===== config.mk =====
export PLATFORM = sky130hd
export DESIGN_NAME = clk_prescaler_flat
export DESIGN_NICKNAME = d
export VERILOG_FILES = /design/src/rtl/clk_prescaler_if.sv /design/src/rtl/clk_prescaler.sv /design/src/flat_wrapper.sv
export SDC_FILE = /design/constraint.sdc
export NUM_CORES = 1
export LEC_CHECK = 0
export ABC_AREA = 1
export CORE_AREA = 2 2 39 41
export DETAILED_ROUTE_END_ITERATION = 10
export DIE_AREA = 0 0 41 43
export PLACE_DENSITY = 0.44
export SLEW_MARGIN = 20
export SYNTH_ARGS = -nofsm -noshare
export SYNTH_HDL_FRONTEND = slang
export SYNTH_SLANG_ARGS = --single-unit

===== constraint.sdc =====
create_clock -name clk50m -period 1.6 [get_ports clk50m]
set_clock_uncertainty 0.1 [all_clocks]
set_input_delay 0.4 -clock clk50m [delete_from_list [all_inputs] [get_ports clk50m]]
set_output_delay 0.4 -clock clk50m [all_outputs]
set_load 0.02 [all_outputs]

===== src/rtl/clk_prescaler_if.sv =====
// Strobe bundle carried from the prescaler to the logic it paces.
// The producer drives en; consumers only sample it.
interface clk_prescaler_if;
  logic en;

  modport master (output en);
  modport slave  (input  en);
endinterface


===== src/rtl/clk_prescaler.sv =====
// Free-running clock-enable generator: one-cycle registered strobe every `ratio` clk50m cycles.
// First strobe follows the ratio-th edge after reset release; no backpressure, strobe is unconditional.
module clk_prescaler #(
  parameter int ratio = 50
) (
  input  logic             clk50m,
  input  logic             rst_n,
  clk_prescaler_if.master  tick
);

  localparam int CW = (ratio > 1) ? $clog2(ratio) : 1;
  localparam logic [CW-1:0] LAST = CW'((ratio >= 1) ? ratio - 1 : 0);

  if (ratio < 1) begin : g_bad_ratio
    $error("clk_prescaler: ratio must be >= 1, got %0d", ratio);
  end

  logic [CW-1:0] cnt;
  logic          en_q;

  // rst_n is active-high here; the name is inherited from the surrounding codebase.
  always_ff @(posedge clk50m) begin
    if (rst_n) begin
      cnt  <= '0;
      en_q <= 1'b0;
    end else if (cnt == LAST) begin
      cnt  <= '0;
      en_q <= 1'b1;
    end else begin
      cnt  <= cnt + CW'(1);
      en_q <= 1'b0;
    end
  end

  assign tick.en = en_q;

endmodule


===== src/flat_wrapper.sv =====
// flat-port wrapper written by rule: the top's interface ports become plain ports
module clk_prescaler_flat 
#(
  parameter int ratio = 50
)
  (clk50m, rst_n, tick_en);
  clk_prescaler_if tick_i ();
  input  logic clk50m;
  input  logic rst_n;
  output wire logic [$bits(tick_i.en)-1:0] tick_en;
  assign tick_en = tick_i.en;
  clk_prescaler #(.ratio(ratio)) u_core (.clk50m(clk50m), .rst_n(rst_n), .tick(tick_i));
endmodule

## After elaboration in Yosys (flattened, before gate mapping)

Cells that the tools add are included.

| word-level totals | value |
|---|---|
| input port bits | 2 |
| logic and storage cells | 6 |
| register bits | 7 |
| output and inout port bits | 1 |

| operators by class | value |
|---|---|
| $add $sub $neg | 1 |
| reduce and logical (&&, ||, !) cells | 1 |
| equality and inequality tests | 1 |
| mux-type cells | 1 |

Operators with widths:

| operator | count |
|---|---|
| 6-bit by 1-bit adder with 6-bit output (second input constant) | 1 |
| 6-bit equality test (second input constant) | 1 |
| 2-bit OR reduction | 1 |
| 1-bit 2-to-1 mux | 1 |

## Logic depth before layout (Yosys ltp)

Gate-level depths: netlist (run 1).

| logic depth | value |
|---|---|
| word-level depth | 2 |
| gate-level depth with buffers | 5 |
| mapped depth without buffers | 5 |

## Least setup slack after synthesis (run 1)

No wires, ideal clock.

| timing | value |
|---|---|
| path type | reg-to-reg |
| from | reg u_core.cnt[0] |
| to | reg u_core.cnt[4] |
| setup time | 0.115 ns |
| cell stages (with the launch flop) | 5 |
| required time | 1.385 ns |
| data arrival time | 0.811 ns |
| setup slack | 0.575 ns |
| path buffers | 0 |
| period minus slack after synthesis | 1.025 ns |
| path through | dfxtp_1 ha_1 nand3_1 xor2_1 nor2_1 |

| between the ends | value |
|---|---|
| word-level cells in the longest chain between the ends | 2 |
| elaborated cells between the ends (all ways) | 3 |
| those cells by class | add/sub: 1; eq/ne: 1; reduce/logical: 1 |

RTL lines:

| what | line | RTL |
|---|---|---|
| start: declaration | clk_prescaler.sv:18 | `logic [CW-1:0] cnt;` |
| start signal: assignment | clk_prescaler.sv:30 | `cnt <= cnt + CW'(1);` |
| branches (longest 2 deep; another with 6-bit by 1-bit adder with 6-bit output) | - |  |

Several ways; the timed one is not identified.
A chain may end at the register's enable or synchronous reset.

## Worst setup path in the final report (run 1)

| timing | value |
|---|---|
| from | reg u_core.en_q, in the netlist u_core.tick.en |
| to | out tick_en |

RTL lines:

| what | line | RTL |
|---|---|---|
| start: declaration | clk_prescaler.sv:19 | `logic en_q;` |
| start signal: assignment | clk_prescaler.sv:25 | `en_q <= 1'b0;` |
| start signal: assignment | clk_prescaler.sv:28 | `en_q <= 1'b1;` |
| start signal: assignment | clk_prescaler.sv:31 | `en_q <= 1'b0;` |
| end: declaration | flat_wrapper.sv:10 | `output wire logic [$bits(tick_i.en)-1:0] tick_en;` |

No word-level cell between the ends.

==> impl_metrics.yaml, run 1 <==
placed_design:
  port_buffers: 2
  preCtsSetupSlack_ns: 0.2246
  gp_congestion: 0.6235
  dpl.hpwl_um: 373.3
drt:
  dr_total_vias: 224
  detail_route.wl_per_cell_um: 9.105
  drc: 0
  drt_iter0_markers: 7
  drtAntennaViolNets: 0
  viasPerCell: 3.930
  routed_wl_um: 519
  firstDrtPassIters: 3
floorplanning:
  die_width_um: 41
  die_h_um: 43
  boundaryPins: 3
  start_util: 0.2134
  coreArea_mm2: 0.001384
  dieArea_mm2: 0.001763
  row_count: 14
logic_synthesis:
  yosysTopAreaCell: "dfxtp_1"
  post-synth-top-count-cell: "nor2_1"
  synth_edf_count: 0
  ys_seq_area_frac: 0.4746
  synth_cells: 35
  synth_common_cells: "nor2_1, dfxtp_1, inv_1, nand2_1, nand3_1"
  synth_cell_type_count: 12
  async_flop_share: 0
  synth_nets: 39
  synth_top_area_share: 0.4746
  netlist_top_cells_area: "dfxtp_1, nor2_1, ha_1, inv_1, xor2_1"
  ys.flop_type: "dfxtp_1"
  syn_area_per_cell_um2: 8.437
  synth_area_um2: 295.3
  yosysWarnings: 0
  ys_ff_latch: 7
layout:
  fin_nets: 46
  syn_to_final_growth_pct: 22.03
  layout-drive-gt1-share: 0.1220
  diodes: 0
setup_path:
  cp.buffers_inverters: 1
  worst-setup-path-type: "reg2out"
  cpLargestDelayFamily: "buffers and inverters"
  rr_worst_depth: 4
  crit_start: "u_core.tick.en$_SDFF_PP0_"
  cpPeakStageDelay_ns: 0.32
  crit_fanout: 1
  worstPathCellList: "dlygate4sd2_1"
  timing.rr.end: "u_core.cnt[4]$_SDFF_PP0_"
  startpoint_type: "flop"
  regToRegStartpoint: "u_core.cnt[0]$_SDFF_PP0_"
  worst-r2r-setup-slack_ns: 0.49
  cp.depth: 1
  crit_required_ns: 1.10
  arrival_ns: 0.86
  cp_slowest_cell: "dlygate4sd2_1"
  crit_end: "tick_en"
  end_kind: "output pin"
min_path:
  hold_class: "reg2reg"
sta:
  hold_violations: 0
  final.min_clock_period_ns: 1.364
  fin_crit_sh: 0.8524
  hold_slack_ns: 0.3819
  setup_slack_ns: 0.2362
  tns_ns: 0
  rsz0062_at_grt: "false"
  max_slew_margin: 0.8656
  fmax_ghz: 0.7332
  worst_pin_slew_ns: 0.2025
  setup_viol: 0
  slew_violations: 0
clock_tree:
  hold_buffers: 0
  clk_latency_ns: 0.25
  cts_tree: "built"
  clock_path_buffers: 2
  clock_tree.root_cell: "clkbuf_4"
  clk_pin_slew_worst_paths_ns: 0.05
  h-tree-depth: 1
  cts.sinks: 7
  numCtsBuffers: 3
status:
  outcome: "completed"
power:
  p_per_area_mw_per_mm2: 1030
  ir_drop_v: 0.0003496
  p_leak_uw: 0.0001585
global_routing:
  grt_use_total: 0.07631
  grt_pass1_vias: 224
  grt_pass1_wl_um: 807
  gr-total-overflow: 0
  grt_antenna_before_repair: 0
  grt_max_degree: 7
run:
  drv_cap: 0
## flip-flops by register name (all words and copies together), names as in the netlist
| name | cells |
|---|---|
| u_core.cnt | 6 |
| u_core.tick.en | 1 |
## cell usage in the layout, fill, tap and decap left out
cell             count
nor2_1               8
xnor2_1              1
o21bai_1             1
xor2_1               2
clkdlybuf4s50_1      1
nand3_2              1
ha_1                 2
a21oi_1              1
nand2_1              3
nand2_2              1
dfxtp_1              7
clkbuf_4             3
inv_1                5
nand3_1              3
clkbuf_1             1
dlygate4sd2_1        1
## per-stage QoR
stage               instance area [µm²]  cells  power (µW)  utilization
floorplan                         295.3     35       205.2            -
global placement                  335.3     53       212.1       0.2423
detailed placement                335.3     53       212.6       0.2423
CTS                               360.3     57       381.8       0.2604
global route                      360.3     57       390.8       0.2604
finish                            360.3     57       371.3       0.2604
## layout make-up
| cell class | instances | area, µm² |
|---|---|---|
| well taps | 16 | 20.02 |
| clock buffers | 4 | 26.28 |
| repair buffers | 2 | 18.77 |
| fillers | 152 | 1023 |
| inverters | 5 | 18.77 |
| flip-flops and latches | 7 | 140.1 |
| multi-input cells | 23 | 136.4 |
## kinds of logic after synthesis
logic type      Yosys count  share of synthesized area
buf+inv                   5                    0.06357
fa+ha+maj                 2                    0.08473
compound gates            2                    0.04237
flops                     7                     0.4746
simple gates             16                     0.2458
xor+xnor                  3                    0.08900
## worst min path at each step
| stage | from | endpoint | slack [ns] | cells past startpoint |
|---|---|---|---|---|
| 2_1_floorplan | u_core.cnt[0]$_SDFF_PP0_ | u_core.cnt[0]$_SDFF_PP0_ | 0.34 | 1 |
| 3_3_place_gp | u_core.cnt[0]$_SDFF_PP0_ | u_core.cnt[0]$_SDFF_PP0_ | 0.37 | 1 |
| 4_1_cts | u_core.cnt[0]$_SDFF_PP0_ | u_core.cnt[0]$_SDFF_PP0_ | 0.39 | 1 |
| 6_report | u_core.cnt[0]$_SDFF_PP0_ | u_core.cnt[0]$_SDFF_PP0_ | 0.38 | 1 |
| 5_1_grt | u_core.cnt[0]$_SDFF_PP0_ | u_core.cnt[0]$_SDFF_PP0_ | 0.41 | 1 |
| 3_5_place_dp | u_core.cnt[0]$_SDFF_PP0_ | u_core.cnt[0]$_SDFF_PP0_ | 0.38 | 1 |
## metal layers
| metal | up-vias | part of all wire | track usage |
|---|---|---|---|
| met5 | - | 0 | 0 |
| met4 | 0 | 0.021 | 0.08000 |
| met3 | 2 | 0.042 | 0.04712 |
| met2 | 4 | 0.44 | 0.09063 |
| met1 | 97 | 0.50 | 0.08360 |
| li1 | 121 | - | - |
## worst reg2reg max path, delay by kind of cell (launching register included)
kind | cells | cell delay (ns)
XOR/XNOR | 1 | 0.14
AND/OR/NAND/NOR | 2 | 0.15
adder cells (fa/ha/maj) | 1 | 0.22
flip-flops | 1 | 0.39
## timing repair
action                                  in CTS  in global routing
endpoints found under the setup margin       1                  0
gates resized for setup                      1                  0
endpoints found under the hold margin        0                  0
buffers inserted                             0                  0
## power breakdown
group | internal, µW | switching, µW | total (µW)
Sequential | 181 | 6.88 | 188
Clock | 95.3 | 67.6 | 163
Combinational | 9.76 | 10.7 | 20.5
Total | 286 | 85.3 | 371
(Power assumes the default switching activity.)
==> run 2, diff against run 1 <==
- GPL_ROUTABILITY_DRIVEN: unset -> 1
- TNS_END_PERCENT: unset -> 1
==> results of run 2 <==
No change in the layout: final DEF, timing and power equal those of run 1.
